## src/rtl/adc_clock_reconf_seq_if.sv

```systemverilog
`default_nettype none
// +----------------------------------------------------------------------+
// | Module   : adc_clock_reconf_seq_if                                   |
// | Brief    : AXI4-Lite master bus between the reconfiguration         |
// |            sequencer and the clocking wizard register port.          |
// | Revision : 1.0  initial release                                      |
// +----------------------------------------------------------------------+
interface adc_clock_reconf_seq_if;
  logic [31:0] awaddr;
  logic [2:0]  awprot;
  logic        awvalid;
  logic        awready;
  logic [31:0] wdata;
  logic [3:0]  wstrb;
  logic        wvalid;
  logic        wready;
  logic [1:0]  bresp;
  logic        bvalid;
  logic        bready;
  logic [31:0] araddr;
  logic [2:0]  arprot;
  logic        arvalid;
  logic        arready;
  logic [31:0] rdata;
  logic [1:0]  rresp;
  logic        rvalid;
  logic        rready;

  modport master (
    output awaddr, awprot, awvalid, input awready,
    output wdata, wstrb, wvalid, input wready,
    input bresp, bvalid, output bready,
    output araddr, arprot, arvalid, input arready,
    input rdata, rresp, rvalid, output rready
  );

  modport slave (
    input awaddr, awprot, awvalid, output awready,
    input wdata, wstrb, wvalid, output wready,
    output bresp, bvalid, input bready,
    input araddr, arprot, arvalid, output arready,
    output rdata, rresp, rvalid, input rready
  );
endinterface
`default_nettype wire

```

## src/rtl/adc_clock_reconf_seq.sv

```systemverilog
`default_nettype none
// +----------------------------------------------------------------------+
// | Module   : adc_clock_reconf_seq                                      |
// | Brief    : Writes the clocking wizard reconfiguration registers over |
// |            AXI4-Lite, issues LOAD and polls status until lock.       |
// |            Optional readback check: ADC_CLOCK_RECONF_VERIFY_EN.      |
// | Revision : 1.0  initial release                                      |
// +----------------------------------------------------------------------+
module adc_clock_reconf_seq #(
  parameter logic [31:0] BASE_ADDR    = 32'h0000_0000,
  parameter int unsigned LOCK_TIMEOUT = 1_000_000,
  parameter int unsigned POLL_GAP     = 16
) (
  input  wire logic       clk,
  input  wire logic       rst_n,
  input  wire logic       cfg_start,
  input  wire logic [7:0] cfg_divclk,
  input  wire logic [7:0] cfg_mult,
  input  wire logic [7:0] cfg_div0,
  input  wire logic [7:0] cfg_div1,
  input  wire logic [7:0] cfg_div2,
  output logic            busy,
  output logic            done,
  output logic            err,
  output logic [2:0]      err_code,
  adc_clock_reconf_seq_if.master m_axi
);

  localparam logic [31:0] STAT_OFF = 32'h004;
  localparam logic [31:0] GAP_INIT = (POLL_GAP > 0) ? 32'(POLL_GAP - 1) : 32'd0;

  typedef enum logic [2:0] {
    S_IDLE, S_WR, S_WAIT_B, S_GAP, S_RD, S_WAIT_R
  } state_t;

  // Register offset for write-list slot i (slot 4 is the LOAD command)
  function automatic logic [31:0] reg_off(input logic [2:0] i);
    case (i)
      3'd0:    reg_off = 32'h200;
      3'd1:    reg_off = 32'h208;
      3'd2:    reg_off = 32'h214;
      3'd3:    reg_off = 32'h220;
      default: reg_off = 32'h25C;
    endcase
  endfunction

  // Register value for write-list slot i
  function automatic logic [31:0] reg_val(input logic [2:0] i, input logic [7:0] dc,
                                          input logic [7:0] m, input logic [7:0] d0,
                                          input logic [7:0] d1, input logic [7:0] d2);
    case (i)
      3'd0:    reg_val = {16'h0, m, dc};
      3'd1:    reg_val = {24'h0, d0};
      3'd2:    reg_val = {24'h0, d1};
      3'd3:    reg_val = {24'h0, d2};
      default: reg_val = 32'h3;
    endcase
  endfunction

  state_t      state_q, state_d;
  logic [2:0]  idx_q, idx_d;
  logic        rd_verify_q, rd_verify_d;
  logic [7:0]  divclk_q, divclk_d, mult_q, mult_d;
  logic [7:0]  div0_q, div0_d, div1_q, div1_d, div2_q, div2_d;
  logic        busy_q, busy_d, done_q, done_d, err_q, err_d;
  logic [2:0]  err_code_q, err_code_d;
  logic [31:0] awaddr_q, awaddr_d, wdata_q, wdata_d, araddr_q, araddr_d;
  logic        awvalid_q, awvalid_d, wvalid_q, wvalid_d, bready_q, bready_d;
  logic        arvalid_q, arvalid_d, rready_q, rready_d;
  logic [31:0] tmo_q, tmo_d, gap_q, gap_d;

  logic        do_wr, do_rd, fail;
  logic [2:0]  wr_idx, fail_code;
  logic [31:0] rd_addr;
  logic        polling, tmo_expired;

  // Lock timer runs only while polling status after the LOAD write
  assign polling     = (state_q == S_GAP || state_q == S_RD || state_q == S_WAIT_R) && !rd_verify_q;
  assign tmo_expired = (tmo_q >= LOCK_TIMEOUT);

`ifdef ADC_CLOCK_RECONF_VERIFY_EN
  logic [31:0] rb_exp;
  logic        rb_mismatch;
  assign rb_exp      = reg_val(idx_q, divclk_q, mult_q, div0_q, div1_q, div2_q);
  // Only the bits actually written are meaningful on readback
  assign rb_mismatch = (idx_q == 3'd0) ? (m_axi.rdata[15:0] != rb_exp[15:0])
                                       : (m_axi.rdata[7:0] != rb_exp[7:0]);
`endif

  // Sequencer next-state and next-output logic
  always_comb begin
    state_d = state_q;   idx_d = idx_q;       rd_verify_d = rd_verify_q;
    divclk_d = divclk_q; mult_d = mult_q;
    div0_d = div0_q;     div1_d = div1_q;     div2_d = div2_q;
    busy_d = busy_q;     done_d = 1'b0;       err_d = 1'b0;    err_code_d = err_code_q;
    awaddr_d = awaddr_q; wdata_d = wdata_q;   araddr_d = araddr_q;
    awvalid_d = awvalid_q; wvalid_d = wvalid_q; bready_d = bready_q;
    arvalid_d = arvalid_q; rready_d = rready_q;
    tmo_d = tmo_q;       gap_d = gap_q;
    do_wr = 1'b0; wr_idx = idx_q; do_rd = 1'b0; rd_addr = araddr_q;
    fail = 1'b0;  fail_code = 3'd0;

    if (polling && !tmo_expired) tmo_d = tmo_q + 32'd1;

    case (state_q)
      S_IDLE: begin
        if (cfg_start) begin
          divclk_d = cfg_divclk; mult_d = cfg_mult;
          div0_d = cfg_div0; div1_d = cfg_div1; div2_d = cfg_div2;
          busy_d = 1'b1; err_code_d = 3'd0; rd_verify_d = 1'b0;
          do_wr = 1'b1; wr_idx = 3'd0;
        end
      end
      S_WR: begin
        if (awvalid_q && m_axi.awready) awvalid_d = 1'b0;
        if (wvalid_q && m_axi.wready)   wvalid_d = 1'b0;
        if (!awvalid_d && !wvalid_d) begin
          bready_d = 1'b1;
          state_d  = S_WAIT_B;
        end
      end
      S_WAIT_B: begin
        if (m_axi.bvalid) begin
          bready_d = 1'b0;
          if (m_axi.bresp != 2'b00) begin
            fail = 1'b1; fail_code = 3'd1;
          end else if (idx_q == 3'd4) begin
            tmo_d = 32'd0; gap_d = GAP_INIT; state_d = S_GAP;
          end
`ifdef ADC_CLOCK_RECONF_VERIFY_EN
          else if (idx_q == 3'd3) begin
            rd_verify_d = 1'b1; idx_d = 3'd0;
            do_rd = 1'b1; rd_addr = BASE_ADDR + reg_off(3'd0);
          end
`endif
          else begin
            do_wr = 1'b1; wr_idx = idx_q + 3'd1;
          end
        end
      end
      S_GAP: begin
        if (tmo_expired) begin
          fail = 1'b1; fail_code = 3'd3;
        end else if (gap_q == 32'd0) begin
          do_rd = 1'b1; rd_addr = BASE_ADDR + STAT_OFF;
        end else begin
          gap_d = gap_q - 32'd1;
        end
      end
      S_RD: begin
        if (m_axi.arready) begin
          arvalid_d = 1'b0; rready_d = 1'b1; state_d = S_WAIT_R;
        end
      end
      S_WAIT_R: begin
        if (m_axi.rvalid) begin
          rready_d = 1'b0;
`ifdef ADC_CLOCK_RECONF_VERIFY_EN
          if (rd_verify_q) begin
            if (m_axi.rresp != 2'b00) begin
              fail = 1'b1; fail_code = 3'd2;
            end else if (rb_mismatch) begin
              fail = 1'b1; fail_code = 3'd4;
            end else if (idx_q == 3'd3) begin
              rd_verify_d = 1'b0; do_wr = 1'b1; wr_idx = 3'd4;
            end else begin
              idx_d = idx_q + 3'd1;
              do_rd = 1'b1; rd_addr = BASE_ADDR + reg_off(idx_q + 3'd1);
            end
          end else begin
`else
          begin
`endif
            // A response arriving after the timeout is discarded
            if (tmo_expired) begin
              fail = 1'b1; fail_code = 3'd3;
            end else if (m_axi.rresp != 2'b00) begin
              fail = 1'b1; fail_code = 3'd2;
            end else if (m_axi.rdata[0]) begin
              done_d = 1'b1; busy_d = 1'b0; state_d = S_IDLE;
            end else begin
              gap_d = GAP_INIT; state_d = S_GAP;
            end
          end
        end
      end
      default: state_d = S_IDLE;
    endcase

    if (do_wr) begin
      idx_d     = wr_idx;
      awaddr_d  = BASE_ADDR + reg_off(wr_idx);
      wdata_d   = reg_val(wr_idx, divclk_d, mult_d, div0_d, div1_d, div2_d);
      awvalid_d = 1'b1; wvalid_d = 1'b1;
      state_d   = S_WR;
    end
    if (do_rd) begin
      araddr_d = rd_addr; arvalid_d = 1'b1; state_d = S_RD;
    end
    if (fail) begin
      err_d = 1'b1; err_code_d = fail_code; busy_d = 1'b0;
      rd_verify_d = 1'b0; state_d = S_IDLE;
    end
  end

  // State and output registers with synchronous active-low reset
  always_ff @(posedge clk) begin
    if (!rst_n) begin
      state_q <= S_IDLE;  idx_q <= 3'd0;   rd_verify_q <= 1'b0;
      divclk_q <= 8'd0;   mult_q <= 8'd0;
      div0_q <= 8'd0;     div1_q <= 8'd0;  div2_q <= 8'd0;
      busy_q <= 1'b0;     done_q <= 1'b0;  err_q <= 1'b0;   err_code_q <= 3'd0;
      awaddr_q <= 32'd0;  wdata_q <= 32'd0; araddr_q <= 32'd0;
      awvalid_q <= 1'b0;  wvalid_q <= 1'b0; bready_q <= 1'b0;
      arvalid_q <= 1'b0;  rready_q <= 1'b0;
      tmo_q <= 32'd0;     gap_q <= 32'd0;
    end else begin
      state_q <= state_d;   idx_q <= idx_d;     rd_verify_q <= rd_verify_d;
      divclk_q <= divclk_d; mult_q <= mult_d;
      div0_q <= div0_d;     div1_q <= div1_d;   div2_q <= div2_d;
      busy_q <= busy_d;     done_q <= done_d;   err_q <= err_d;  err_code_q <= err_code_d;
      awaddr_q <= awaddr_d; wdata_q <= wdata_d; araddr_q <= araddr_d;
      awvalid_q <= awvalid_d; wvalid_q <= wvalid_d; bready_q <= bready_d;
      arvalid_q <= arvalid_d; rready_q <= rready_d;
      tmo_q <= tmo_d;       gap_q <= gap_d;
    end
  end

  assign busy     = busy_q;
  assign done     = done_q;
  assign err      = err_q;
  assign err_code = err_code_q;

  assign m_axi.awaddr  = awaddr_q;
  assign m_axi.awprot  = 3'b000;
  assign m_axi.awvalid = awvalid_q;
  assign m_axi.wdata   = wdata_q;
  assign m_axi.wstrb   = 4'hF;
  assign m_axi.wvalid  = wvalid_q;
  assign m_axi.bready  = bready_q;
  assign m_axi.araddr  = araddr_q;
  assign m_axi.arprot  = 3'b000;
  assign m_axi.arvalid = arvalid_q;
  assign m_axi.rready  = rready_q;

endmodule
`default_nettype wire

```

## src/flat_wrapper.sv

```systemverilog
// flat-port wrapper written by rule: the top's interface ports become plain ports
module adc_clock_reconf_seq_flat 
#(
  parameter logic [31:0] BASE_ADDR    = 32'h0000_0000,
  parameter int unsigned LOCK_TIMEOUT = 1_000_000,
  parameter int unsigned POLL_GAP     = 16
)
  (clk, rst_n, cfg_start, cfg_divclk, cfg_mult, cfg_div0, cfg_div1, cfg_div2, busy, done, err, err_code, m_axi_awaddr, m_axi_awprot, m_axi_awvalid, m_axi_awready, m_axi_wdata, m_axi_wstrb, m_axi_wvalid, m_axi_wready, m_axi_bresp, m_axi_bvalid, m_axi_bready, m_axi_araddr, m_axi_arprot, m_axi_arvalid, m_axi_arready, m_axi_rdata, m_axi_rresp, m_axi_rvalid, m_axi_rready);
  adc_clock_reconf_seq_if m_axi_i ();
  input  wire logic clk;
  input  wire logic rst_n;
  input  wire logic cfg_start;
  input  wire logic [7:0] cfg_divclk;
  input  wire logic [7:0] cfg_mult;
  input  wire logic [7:0] cfg_div0;
  input  wire logic [7:0] cfg_div1;
  input  wire logic [7:0] cfg_div2;
  output logic busy;
  output logic done;
  output logic err;
  output logic [2:0] err_code;
  output wire logic [$bits(m_axi_i.awaddr)-1:0] m_axi_awaddr;
  output wire logic [$bits(m_axi_i.awprot)-1:0] m_axi_awprot;
  output wire logic [$bits(m_axi_i.awvalid)-1:0] m_axi_awvalid;
  input wire logic [$bits(m_axi_i.awready)-1:0] m_axi_awready;
  output wire logic [$bits(m_axi_i.wdata)-1:0] m_axi_wdata;
  output wire logic [$bits(m_axi_i.wstrb)-1:0] m_axi_wstrb;
  output wire logic [$bits(m_axi_i.wvalid)-1:0] m_axi_wvalid;
  input wire logic [$bits(m_axi_i.wready)-1:0] m_axi_wready;
  input wire logic [$bits(m_axi_i.bresp)-1:0] m_axi_bresp;
  input wire logic [$bits(m_axi_i.bvalid)-1:0] m_axi_bvalid;
  output wire logic [$bits(m_axi_i.bready)-1:0] m_axi_bready;
  output wire logic [$bits(m_axi_i.araddr)-1:0] m_axi_araddr;
  output wire logic [$bits(m_axi_i.arprot)-1:0] m_axi_arprot;
  output wire logic [$bits(m_axi_i.arvalid)-1:0] m_axi_arvalid;
  input wire logic [$bits(m_axi_i.arready)-1:0] m_axi_arready;
  input wire logic [$bits(m_axi_i.rdata)-1:0] m_axi_rdata;
  input wire logic [$bits(m_axi_i.rresp)-1:0] m_axi_rresp;
  input wire logic [$bits(m_axi_i.rvalid)-1:0] m_axi_rvalid;
  output wire logic [$bits(m_axi_i.rready)-1:0] m_axi_rready;
  assign m_axi_awaddr = m_axi_i.awaddr;
  assign m_axi_awprot = m_axi_i.awprot;
  assign m_axi_awvalid = m_axi_i.awvalid;
  assign m_axi_i.awready = m_axi_awready;
  assign m_axi_wdata = m_axi_i.wdata;
  assign m_axi_wstrb = m_axi_i.wstrb;
  assign m_axi_wvalid = m_axi_i.wvalid;
  assign m_axi_i.wready = m_axi_wready;
  assign m_axi_i.bresp = m_axi_bresp;
  assign m_axi_i.bvalid = m_axi_bvalid;
  assign m_axi_bready = m_axi_i.bready;
  assign m_axi_araddr = m_axi_i.araddr;
  assign m_axi_arprot = m_axi_i.arprot;
  assign m_axi_arvalid = m_axi_i.arvalid;
  assign m_axi_i.arready = m_axi_arready;
  assign m_axi_i.rdata = m_axi_rdata;
  assign m_axi_i.rresp = m_axi_rresp;
  assign m_axi_i.rvalid = m_axi_rvalid;
  assign m_axi_rready = m_axi_i.rready;
  adc_clock_reconf_seq #(.BASE_ADDR(BASE_ADDR), .LOCK_TIMEOUT(LOCK_TIMEOUT), .POLL_GAP(POLL_GAP)) u_core (.clk(clk), .rst_n(rst_n), .cfg_start(cfg_start), .cfg_divclk(cfg_divclk), .cfg_mult(cfg_mult), .cfg_div0(cfg_div0), .cfg_div1(cfg_div1), .cfg_div2(cfg_div2), .busy(busy), .done(done), .err(err), .err_code(err_code), .m_axi(m_axi_i));
endmodule
```

## config.mk

```make
export PLATFORM = sky130hd
export DESIGN_NAME = adc_clock_reconf_seq_flat
export DESIGN_NICKNAME = d
export VERILOG_FILES = /design/src/rtl/adc_clock_reconf_seq_if.sv /design/src/rtl/adc_clock_reconf_seq.sv /design/src/flat_wrapper.sv
export SDC_FILE = /design/constraint.sdc
export NUM_CORES = 1
export LEC_CHECK = 0
export ABC_AREA = 0
export CORE_MARGIN = 2
export CORE_UTILIZATION = 50
export CTS_BUF_LIST = sky130_fd_sc_hd__clkbuf_4
export DETAILED_ROUTE_END_ITERATION = 10
export GPL_ROUTABILITY_DRIVEN = 0
export PLACE_DENSITY = 0.89
export SLEW_MARGIN = 20
export SYNTH_ARGS = -nofsm -noshare
export SYNTH_HDL_FRONTEND = slang
export SYNTH_SLANG_ARGS = --single-unit
```

## constraint.sdc

```tcl
create_clock -name clk -period 3.05 [get_ports clk]
set_input_delay 0.305 -clock clk [delete_from_list [all_inputs] [get_ports clk]]
set_output_delay 0.305 -clock clk [all_outputs]
set_load 0.005 [all_outputs]
```

; ---- Word-level counts from Yosys, hierarchy flattened
; Index checks and enable logic that the tools add are counted.
[word_totals]
register_bits = 186
in_bits = 84
out_inout_bits = 117
[classes]
n_addsub = 3
n_lt_le_gt_ge = 1
eq_ne = 40
n_mux = 94
bitwise = 5
n_reduce_logical = 38
[op_table]
columns = op, count
row1 = $mux W32, 14
row2 = $pmux W32 S3, 1
row3 = $mux W8, 10
row4 = $pmux W16 S4, 1
row5 = $mux W3, 20
row6 = $mux W1, 36
row7 = $add A32 B1 Y32 const B, 1
row8 = $ge A32 B20 Y1 const B, 1
row9 = $logic_not A32 Y1, 1
row10 = $sub A32 B1 Y32 const B, 1
row11 = $pmux W7 S4, 1
row12 = $reduce_and A9 Y1, 3
row13 = $ne A4 B2 Y1 const B, 6
row14 = $ne A2 B2 Y1 const B, 11
row15 = $reduce_bool A2 Y1, 10
row16 = $ne A3 B2 Y1 const B, 6
row17 = $pmux W3 S5, 1
row18 = $eq A3 B2 Y1 const B, 4
row19 = $reduce_and A10 Y1, 1
row20 = $eq A3 B3 Y1 const B, 3
row21 = $ne A3 B1 Y1 const B, 3
row22 = $pmux W3 S3, 1
row23 = $ne A4 B1 Y1 const B, 2
row24 = $pmux W1 S2, 4
row25 = other kinds (20), 39

; ---- Logic depth before layout (Yosys ltp)
; Gate-level depths: netlist (run 1).
[logic_depth]
depth_word = 9
depth_mapped = 10

; ---- Worst setup path before layout (run 1)
; No wires, ideal clock.
[synth_path]
path_kind = register to register
startpoint = reg u_core.state_q[0]
endpoint = reg u_core.gap_q[25]
t_arrival_ns = 2.350
required_time_ns = 2.980
path_slack_ns = 0.630
path_stages_with_launch = 8
path_cell_list = dfxtp_1 > buf_2 > nand3b_2 > or4_1 > a221o_1 > or4_1 > or4_1 > a21oi_1
[synth_between]
elab_chain_cells = 3
[synth_lines]
columns = element, line_no
row1 = "start, declared", adc_clock_reconf_seq.sv:60  ; state_t state_q, state_d;
row2 = "start signal, assigned", adc_clock_reconf_seq.sv:218  ; state_q <= state_d; idx_q <= idx_d; rd_verify_q <= rd_verify_d;
row3 = $eq A3 B2 Y1 / $eq A3 B3 Y1 (equally long branches), adc_clock_reconf_seq.sv:105  ; case (state_q)
row4 = $ne A2 B2 Y1 (no source line) (tied with other cells), -
row5 = $reduce_and A10 Y1 (no source line), -
row6 = "end signal, assigned", adc_clock_reconf_seq.sv:225  ; tmo_q <= tmo_d; gap_q <= gap_d;
row7 = "end, declared", adc_clock_reconf_seq.sv:70  ; logic [31:0] tmo_q, tmo_d, gap_q, gap_d;
; Several ways; a longest one is shown, not always the timed one.
; A chain may end at the register's enable or synchronous reset.

; ---- Worst setup path after layout (run 1)
[layout_path]
startpoint = reg u_core.state_q[1]
endpoint = reg u_core.gap_q[12]
; Same word-level chain as after synthesis.

==> results of run 1 <==
-- Yosys cell counts, types with 4 or more instances --
library cell and count:
or4_1 13, and2_1 13, o21ai_0 32, nor3_1 32, nand3b_1 4, a31oi_1 8
ha_1 6, a21oi_1 75, o21a_1 4, a22o_1 8, nand4_1 9, clkbuf_1 36
o31ai_1 4, xor2_1 15, xnor2_1 13, mux2i_1 15, dfxtp_1 142, nor4_1 17
nor2b_1 4, buf_2 7, nand2_1 116, nand3_1 34, nor2_1 77, or3_1 12
a32oi_1 6, inv_1 16, buf_4 85, o211ai_1 8
-- per-stage QoR --
step / setup WS [ns] / hold slack [ns] / cells / instance area, µm²
2_1_floorplan: 0.630 / 0.413 / 950 / 7350
3_3_place_gp: 0.0683 / 0.441 / 1125 / 7920
3_5_place_dp: 0.0663 / 0.446 / 1125 / 7920
4_1_cts: 0.357 / 0.240 / 1155 / 8170
5_1_grt: 0.200 / 0.233 / 1155 / 8170
6_report: 0.335 / 0.266 / 1155 / 8170
-- power by group through the flow --
| stage | clock [µW] | sequential (µW) | combinational, µW |
|---|---|---|---|
| 4_1_cts | 1170 | 2120 | 1290 |
| 6_report | 1160 | 2120 | 1310 |
| 3_5_place_dp | 0 | 2160 | 1290 |
| 5_1_grt | 1250 | 2140 | 1440 |
| 2_1_floorplan | 0 | 2140 | 920 |
| 3_3_place_gp | 0 | 2150 | 1260 |
-- metal layers --
layer  up-vias  track usage
li1       3068            -
met2       235        0.358
met4         0       0.0654
met3        25       0.0618
met1      2914        0.282
met5         -            0
-- final timing paths --
kind	from	end	slack (ns)
worst min register to register	u_core.divclk_q[7]	u_core.divclk_q[7]	0.46
worst min-delay path	cfg_div0[5]	u_core.div0_q[5]	0.27
worst max register to register	u_core.state_q[1]	u_core.gap_q[12]	0.33
worst max-delay path	u_core.state_q[1]	u_core.gap_q[12]	0.33
-- flip-flops by register name, summed over array words and instances (netlist names), 2 cells and up --
register             flops
u_core.gap_q            32
u_core.tmo_q            32
u_core.m_axi.wdata      16
u_core.div0_q            8
u_core.div1_q            8
u_core.div2_q            8
u_core.divclk_q          8
u_core.mult_q            8
u_core.m_axi.awaddr      5
u_core.idx_q             3
u_core.state_q           3
u_core.err_code          2
-- logic make-up (layout without fill, tap and decap cells) --
kind of cell    Yosys count  count (layout)
other cells               2              84
xor+xnor                 28              28
simple gates            356             356
mux                      18              18
fa+ha+maj                 6               6
compound gates          171             171
flops                   142             142
buf+inv                 145             170
-- area by class of cell --
class / instances / area, µm² / area share
timing repair buffer: 124 / 1140 / 0.140
clock buffer: 18 / 135 / 0.0165
clock inverter: 12 / 123 / 0.0150
tap: 180 / 225 / 0.0276
sequential: 142 / 2840 / 0.348
multi-input combinational: 663 / 3640 / 0.446
inverter: 16 / 60.1 / 0.00735
-- worst max-delay path, stage by stage (launching register included) --
cell and delay [ns]:
dfxtp_1 0.33, nand3b_2 0.23, or4_1 0.43, a221o_1 0.51, or4_1 0.71, a2111oi_2 0.41
==> results.tsv, run 1 <==
stage	metric	value	unit
drt	WL per Instance	14.2	µm
layout	NumNets Final	1054	
sta	Final setup viols	0	
flow_run	Max-Cap Viols	0	
layout	Synth-to-Final Area Change	16.1	%
clocking	# resized after CTS	0	
sta	Setup TNS	0	ns
clocking	CTS Hold Bufs	0	
worst_setup_path	Startpoint Class	flip-flop	
yosys	sequential area share after synthesis	0.404	
drt	DRC viols	0	
drt	highest routed layer	met4	
yosys	Simple-Gate Fraction of Synth Area	0.250	
yosys	Post-synth EDFFs	0	
power_and_ir_drop	P_sw	1520	µW
power_and_ir_drop	Tot Pwr	4590	µW
drt	TritonRoute pass-1 iters	5	
worst_setup_path	Arr. time, crit path	3.17	ns
global_routing	first-pass GRT wire length	26.3	mm
sta	Max-Slew Margin vs Limit	0.274	
drt	Final ANT Viol Nets	0	
sta	fin crit share	0.890	
clocking	CTS root buf	clkbuf_4	
power_and_ir_drop	Leakage	0.00320	µW
power_and_ir_drop	Logic pwr share	0.285	
drt	met3 wire length	1.21	mm
drt	ratio of routed vias to standard cells	5.40	
power_and_ir_drop	total internal power	3070	µW
sta	RSZ-0062 raised after global routing	no	
layout	leading cell type in the layout, fill and taps excluded	dfxtp_1	
clocking	H-tree levels	4	
clocking	postcts setup bufs	0	
drt	met2 routed WL	7.89	mm
worst_setup_path	crit path kind	reg2reg	
floorplanning	Chip Height	123	µm
run_status	status	completed	
yosys	Cells after Synth	868	
global_routing	All-Layer GR Usage	0.219	
hold_path	Min-Delay Path Depth	3	
clocking	clock buffer depth	2	
worst_setup_path	crit end category	flip-flop	
yosys	main combinational cell family by area after synthesis	simple AND/OR/NAND/NOR gates	
yosys	post-synth top area share	0.404	
yosys	Synth Area in Compound Gates	0.150	
layout	fill count	1188	
yosys	Synth cell types	65	
global_routing	Overflow after GRT	0	
placed_design	DP HPWL	11.6	mm
yosys	area leader, netlist	dfxtp_1	
clocking	Inserted Clock Buffers	17	
power_and_ir_drop	Sequential Power Share	0.462	
yosys	Syn Area/Cell	8.11	µm²
global_routing	initial antenna violation count	0	
power_and_ir_drop	worst vdd ir	0.000407	V
yosys	XOR/XNOR Fraction of Synth Area	0.0348	
floorplanning	num rows	43	
yosys	synthesized-area fraction occupied by adder cells	0.0107	
layout	Finished Core Util	0.591	
floorplanning	Core Area	13800	µm²
power_and_ir_drop	PwrDens	562	nW/µm²
drt	total wire length	16.4	mm
worst_setup_path	R2R cell count	5	
clocking	CTS tree	done	
floorplanning	die area	15000	µm²
sta	Period minus WS final	2.72	ns
yosys	Yosys reg bits	142	
layout	ANT cells	0	
floorplanning	num ports	201	
hold_path	Min-Delay Path Class	in2reg	
sta	FMAX	368	MHz
worst_setup_path	Crit Path Max Fanout	9	
drt	routed vias	6242	
yosys	Post-synth ARST share	0	
layout	most frequent cells in the layout	dfxtp_1, nand2_1, clkdlybuf4s50_1, conb_1, nor2_1	
yosys	ys flop type	dfxtp_1	
sta	skew final	0.0202	ns
sta	worst-margin pin slew	1.08	ns
global_routing	largest net degree at the start of global routing	52	
sta	pins over their slew limit	0	
layout	share of cells above drive strength 1	0.0862	
yosys	ranking of synthesized cells by area	dfxtp_1, buf_4, nand2_1	
power_and_ir_drop	Clock Power Share	0.253	
global_routing	vias in the first global route	5434	
yosys	mux share of post-synthesis cell area	0.0261	
floorplanning	die width	123	µm
floorplanning	Starting Density	0.509	
placed_design	# port buffers	85	
worst_setup_path	Data required, critical path	3.51	ns
clocking	clock transition at the registers of the reported paths	0.12	ns
drt	Starting DRT DRC Count	496	
sta	Hold Violations, Final	0	
drt	met1 wire length	7.09	mm
clocking	clk sinks	142	
yosys	Synth Warn #	0	
yosys	Post-Syn Area	7040	µm²
clocking	worst skew pair latency	0.57	ns
power_and_ir_drop	switching share of total power	0.332	
No activity file was read; power rests on OpenSTA's default activity.
==> run 2, diff against run 1 <==
Settings changed: CELL_PAD_IN_SITES_DETAIL_PLACEMENT from default to 0, CELL_PAD_IN_SITES_GLOBAL_PLACEMENT from default to 1, CORE_UTILIZATION 50 to 36, PLACE_DENSITY 0.89 to 0.91.
==> run 2 against run 1 <==
Effect of this change: sequential cell count unchanged; clock power up 3%; wire length up 4.2%; register-to-register slack worse by 0.02 ns; first-iteration DRC count down 18%; fmax down 0.55%; global-route usage down 5.4 points; count of clock-buffer cells in the layout down 1; critical endpoint is now u_core.gap_q[25]; sequential power about the same.
==> results.tsv, run 2 (synthesized netlist as in run 1, its figures left out) <==
stage	metric	value	unit	change
clocking	Inserted Clock Buffers	17		unchanged
clocking	H-tree levels	4		unchanged
sta	Setup TNS	0	ns	unchanged
global_routing	All-Layer GR Usage	0.165		-0.0540
worst_setup_path	crit path kind	reg2reg		
floorplanning	num rows	51		+19%
floorplanning	die area	20700	µm²	+38%
hold_path	Min-Delay Path Class	in2reg		
power_and_ir_drop	Logic pwr share	0.282		-0.003
global_routing	vias in the first global route	5491		+1.0%
clocking	CTS tree	done		
drt	Starting DRT DRC Count	405		-18%
worst_setup_path	Data required, critical path	3.54	ns	+0.03 ns
global_routing	Overflow after GRT	0		unchanged
power_and_ir_drop	Clock Power Share	0.260		+0.007
sta	RSZ-0062 raised after global routing	no		
power_and_ir_drop	Sequential Power Share	0.458		-0.004
worst_setup_path	crit end category	flip-flop		
worst_setup_path	Crit Path Max Fanout	5		-4
clocking	clock buffer depth	2		unchanged
global_routing	largest net degree at the start of global routing	52		unchanged
power_and_ir_drop	worst vdd ir	0.000272	V	-33%
power_and_ir_drop	PwrDens	559	nW/µm²	-0.39%
global_routing	initial antenna violation count	0		unchanged
layout	cell area after layout	8270	µm²	+1.2%
placed_design	DP HPWL	12.0	mm	+4.1%
power_and_ir_drop	Leakage	0.00319	µW	-0.50%
layout	share of cells above drive strength 1	0.0844		-0.00179
sta	Hold Violations, Final	0		unchanged
layout	leading cell type in the layout, fill and taps excluded	dfxtp_1		
global_routing	first-pass GRT wire length	27.0	mm	+3.0%
floorplanning	Core Area	19300	µm²	+40%
power_and_ir_drop	total internal power	3060	µW	-0.32%
sta	fin crit share	0.895		+0.00493
clocking	CTS Hold Bufs	0		unchanged
floorplanning	num ports	201		unchanged
floorplanning	Starting Density	0.364		-0.145
clocking	clock transition at the registers of the reported paths	0.13	ns	about the same
drt	Final ANT Viol Nets	0		unchanged
flow_run	Max-Cap Viols	0		unchanged
sta	pins over their slew limit	0		unchanged
sta	FMAX	366	MHz	-0.55%
sta	worst-margin pin slew	0.922	ns	-0.162 ns
clocking	CTS root buf	clkbuf_4		
placed_design	placed inst area	8000	µm²	+1.1%
layout	Synth-to-Final Area Change	17.5	%	
drt	ratio of routed vias to standard cells	4.93		-8.9%
layout	NumNets Final	1051		-0.28%
drt	DRC viols	0		unchanged
drt	routed vias	6093		-2.4%
drt	WL per Instance	13.8	µm	-2.7%
worst_setup_path	Startpoint Class	flip-flop		
clocking	worst skew pair latency	0.55	ns	-0.02 ns
layout	most frequent cells in the layout	dfxtp_1, nand2_1, clkdlybuf4s50_1, conb_1, nor2_1		
sta	skew final	0.0188	ns	-0.00139 ns
sta	Final setup viols	0		unchanged
power_and_ir_drop	switching share of total power	0.339		+0.00765
power_and_ir_drop	P_sw	1570	µW	+3.2%
placed_design	# port buffers	85		unchanged
floorplanning	Chip Height	144	µm	+17%
layout	fill count	1985		+67%
drt	total wire length	17.1	mm	+4.2%
run_status	status	completed		
clocking	# resized after CTS	0		unchanged
clocking	clk sinks	142		unchanged
floorplanning	die width	144	µm	+17%
drt	TritonRoute pass-1 iters	5		unchanged
layout	ANT cells	0		unchanged
worst_setup_path	Arr. time, crit path	3.22	ns	+0.05 ns
clocking	postcts setup bufs	0		unchanged
sta	Period minus WS final	2.73	ns	+0.0150 ns
sta	Max-Slew Margin vs Limit	0.380		+0.106
[run 2: cell count changes in the layout (fill, tap and decap cells not counted)]
| cell | before | now |
|---|---|---|
| nor2_2 | 0 | 1 |
| buf_4 | 39 | 36 |
| nor2_1 | 77 | 76 |
| clkinv_4 | 1 | 3 |
| inv_8 | 0 | 1 |
| clkinv_2 | 3 | 0 |
| clkinvlp_4 | 3 | 4 |
| clkbuf_4 | 18 | 17 |
[run 2: path summary, 6_finish.rpt]
check	from	endpoint	slack, ns	cells after the start
worst min-delay path	cfg_div1[0]	u_core.div1_q[0]	0.28	3
worst min register to register	u_core.div1_q[7]	u_core.div1_q[7]	0.46	2
worst max register to register	u_core.gap_q[11]	u_core.gap_q[25]	0.32	6
worst max-delay path	u_core.gap_q[11]	u_core.gap_q[25]	0.32	6
[run 2: critical path, stage by stage, from the launching register on]
cell     delay (ns)
dfxtp_1        0.38
or4_1          0.53
nor3_1         0.45
nand3_1        0.13
or4_1          0.56
or4_1          0.48
a21oi_1        0.14
[run 2: per-layer routing]
| metal | routed length, µm | track usage |
|---|---|---|
| met3 | 963 | 0.0510 |
| met4 | 229 | 0.0506 |
| met1 | 7700 | 0.208 |
| met2 | 8190 | 0.272 |
| met5 | 0 | 0 |
[run 2: cell type report]
type,instances,area [µm²],area share
tap,265,332,0.0401
inverter,16,60.1,0.00726
timing repair buffer,121,1120,0.136
clock buffer,17,128,0.0154
sequential,142,2840,0.344
multi-input combinational,663,3650,0.441
clock inverter,13,144,0.0174
[run 2: per-stage QoR]
step / util / hold WS (ns) / cells / power, µW / worst slack, ns
finish: 0.428 / 0.282 / 1237 / 4630 / 0.320
global route: 0.428 / 0.227 / 1237 / 4920 / 0.159
CTS: 0.428 / 0.237 / 1237 / 4660 / 0.309
detailed placement: 0.414 / 0.446 / 1207 / 3460 / 0.0422
global placement: 0.414 / 0.439 / 1207 / 3440 / 0.0879
floorplan: - / 0.413 / 950 / 3060 / 0.630
[run 2: power by group through the flow]
stage | Sequential [µW] | Clock (µW) | Combinational [µW]
after floorplan | 2140 | 0 | 920
after global placement | 2160 | 0 | 1280
after detailed placement | 2160 | 0 | 1300
after CTS | 2120 | 1230 | 1310
after global routing | 2140 | 1320 | 1460
final | 2120 | 1200 | 1300
==> run 3, diff against run 2 <==
Settings changed: CORE_UTILIZATION 36 to 39, PLACE_DENSITY 0.91 to 0.95.
Clock period 3.05 ns to 3.5 ns, I/O delays scaled along.
==> run 3 against run 2 <==
Effect of this change: hold slack improved by 0.037 ns; first-iteration DRC count rose by 2.5%; die area is 7.5% lower; sequential power down 12%; count of clock-buffer cells in the layout is 1 higher; critical path depth unchanged; combinational power shrank 16%.
==> results.tsv, run 3 (synthesized netlist as in run 1, its figures left out) <==
stage	metric	value	unit	change
run_status	status	completed		
hold_path	Min-Delay Path Class	in2reg		
floorplanning	die area	19100	µm²	-7.5%
clocking	postcts setup bufs	0		unchanged
sta	Hold Violations, Final	0		unchanged
clocking	CTS tree	done		
layout	area of the multi-input gates	3640	µm²	about the same
layout	fill count	1741		-12%
power_and_ir_drop	worst vdd ir	0.000253	V	-7.0%
drt	routed vias	6044		-0.80%
clocking	clk sinks	142		unchanged
floorplanning	die width	138	µm	-3.8%
layout	Synth-to-Final Area Change	17.0	%	
clocking	# resized after CTS	0		unchanged
worst_setup_path	CP delay by family, top	simple AND/OR/NAND/NOR gates		
global_routing	largest net degree at the start of global routing	52		unchanged
clocking	clock buffer depth	2		unchanged
floorplanning	Starting Density	0.395		+0.0305
sta	FMAX	327	MHz	-11%
layout	share of cells above drive strength 1	0.0777		-0.00664
global_routing	vias in the first global route	5521		+0.55%
floorplanning	num ports	201		unchanged
layout	NumNets Final	1042		-0.86%
sta	skew final	0.0136	ns	-0.00519 ns
floorplanning	num rows	49		-3.9%
worst_setup_path	Startpoint Class	flip-flop		
drt	Starting DRT DRC Count	415		+2.5%
clocking	H-tree levels	4		unchanged
global_routing	Overflow after GRT	0		unchanged
global_routing	All-Layer GR Usage	0.173		+0.00743
placed_design	DP HPWL	11.8	mm	-1.8%
worst_setup_path	CP bufs+invs	0		unchanged
sta	Max-Slew Margin vs Limit	0.402		+0.0219
floorplanning	Chip Height	138	µm	-3.8%
drt	ratio of routed vias to standard cells	5.06		+2.7%
clocking	worst skew pair latency	0.56	ns	about the same
worst_setup_path	crit end category	flip-flop		
worst_setup_path	Arr. time, crit path	3.52	ns	+0.30 ns
power_and_ir_drop	PwrDens	512	nW/µm²	-8.4%
worst_setup_path	CP Cell Sequence	nand3b_2 -> or4_1 -> a221o_1 -> or4_1 -> mux2i_1 -> nor4_1		
sta	Final setup viols	0		unchanged
sta	RSZ-0062 raised after global routing	no		
worst_setup_path	most frequent CP cell	or4_1		
worst_setup_path	crit path kind	reg2reg		
sta	Period minus WS final	3.06	ns	+0.331 ns
clocking	CTS root buf	clkbuf_4		
global_routing	initial antenna violation count	1		+1
sta	fin crit share	0.875		-0.0206
worst_setup_path	slowest stage cell, crit path	or4_1		
global_routing	first-pass GRT wire length	27.4	mm	+1.2%
floorplanning	Core Area	17800	µm²	-7.7%
clocking	CTS Hold Bufs	0		unchanged
layout	leading cell type in the layout, fill and taps excluded	dfxtp_1		
worst_setup_path	Data required, critical path	3.96	ns	+0.42 ns
clocking	clock transition at the registers of the reported paths	0.13	ns	about the same
flow_run	Max-Cap Viols	0		unchanged
worst_setup_path	delay of the slowest critical-path stage	0.75	ns	+0.19 ns
sta	pins over their slew limit	0		unchanged
layout	most frequent cells in the layout	dfxtp_1, nand2_1, clkdlybuf4s50_1, conb_1, nor2_1		
clocking	Inserted Clock Buffers	17		unchanged
layout	FF+latch area	2840	µm²	unchanged
drt	TritonRoute pass-1 iters	4		-1
worst_setup_path	Crit Path Max Fanout	16		+11
layout	Finished Core Util	0.462		+0.0339
power_and_ir_drop	Leakage	0.00319	µW	+0.14%
drt	total wire length	16.7	mm	-2.3%
sta	Setup TNS	0	ns	unchanged
drt	DRC viols	0		unchanged
drt	WL per Instance	14.0	µm	+1.2%
placed_design	# port buffers	85		unchanged
drt	Final ANT Viol Nets	0		unchanged
sta	worst-margin pin slew	0.890	ns	-0.0326 ns
==> run 3: through the flow <==
| step | total power (µW) | hold slack (ns) | area [µm²] | setup slack [ns] | cells |
|---|---|---|---|---|---|
| detailed placement | 2970 | 0.444 | 7890 | 0.295 | 1162 |
| floorplan | 2660 | 0.430 | 7350 | 1.08 | 950 |
| CTS | 4240 | 0.283 | 8240 | 0.486 | 1194 |
| global placement | 2950 | 0.440 | 7890 | 0.322 | 1162 |
| finish | 4220 | 0.319 | 8240 | 0.439 | 1195 |
| global route | 4490 | 0.272 | 8240 | 0.293 | 1195 |
==> run 3: metal layers <==
metal	part of all wire	wire length, µm	track usage	up-vias
met5	0	0	0	-
met4	0.015	250	0.0575	0
met3	0.047	782	0.0423	23
met2	0.47	7910	0.282	160
met1	0.46	7750	0.225	2817
li1	-	-	-	3044
==> run 3: path summary, 6_finish.rpt <==
path                          startpoint                endpoint  slack [ns]  cells past startpoint
setup / recovery       u_core.state_q[1]        u_core.gap_q[20]        0.44                      6
hold / removal               cfg_div0[5]        u_core.div0_q[5]        0.32                      3
hold reg to reg   u_core.m_axi.awaddr[6]  u_core.m_axi.awaddr[6]        0.46                      2
setup reg to reg       u_core.state_q[1]        u_core.gap_q[20]        0.44                      6
==> run 3: layout make-up <==
class,count,area share
diodes,1,0.000304
clock buffers,18,0.0164
clock inverters,14,0.0260
inverters,16,0.00729
multi-input cells,663,0.442
flip-flops and latches,142,0.345
well taps,229,0.0348
repair buffers,112,0.128
==> run 3: power breakdown <==
group / leakage [µW] / switching (µW) / internal (µW) / total (µW)
Combinational: 0.00186 / 631 / 459 / 1090
Clock: 0.000181 / 626 / 649 / 1270
Sequential: 0.00115 / 100 / 1760 / 1860
==> run 3: worst reg2reg max path, cell delays in order (launching register included) <==
cell	delay [ns]
dfxtp_1	0.47
nand3b_2	0.31
or4_1	0.44
a221o_1	0.58
or4_1	0.75
mux2i_1	0.19
nor4_1	0.23
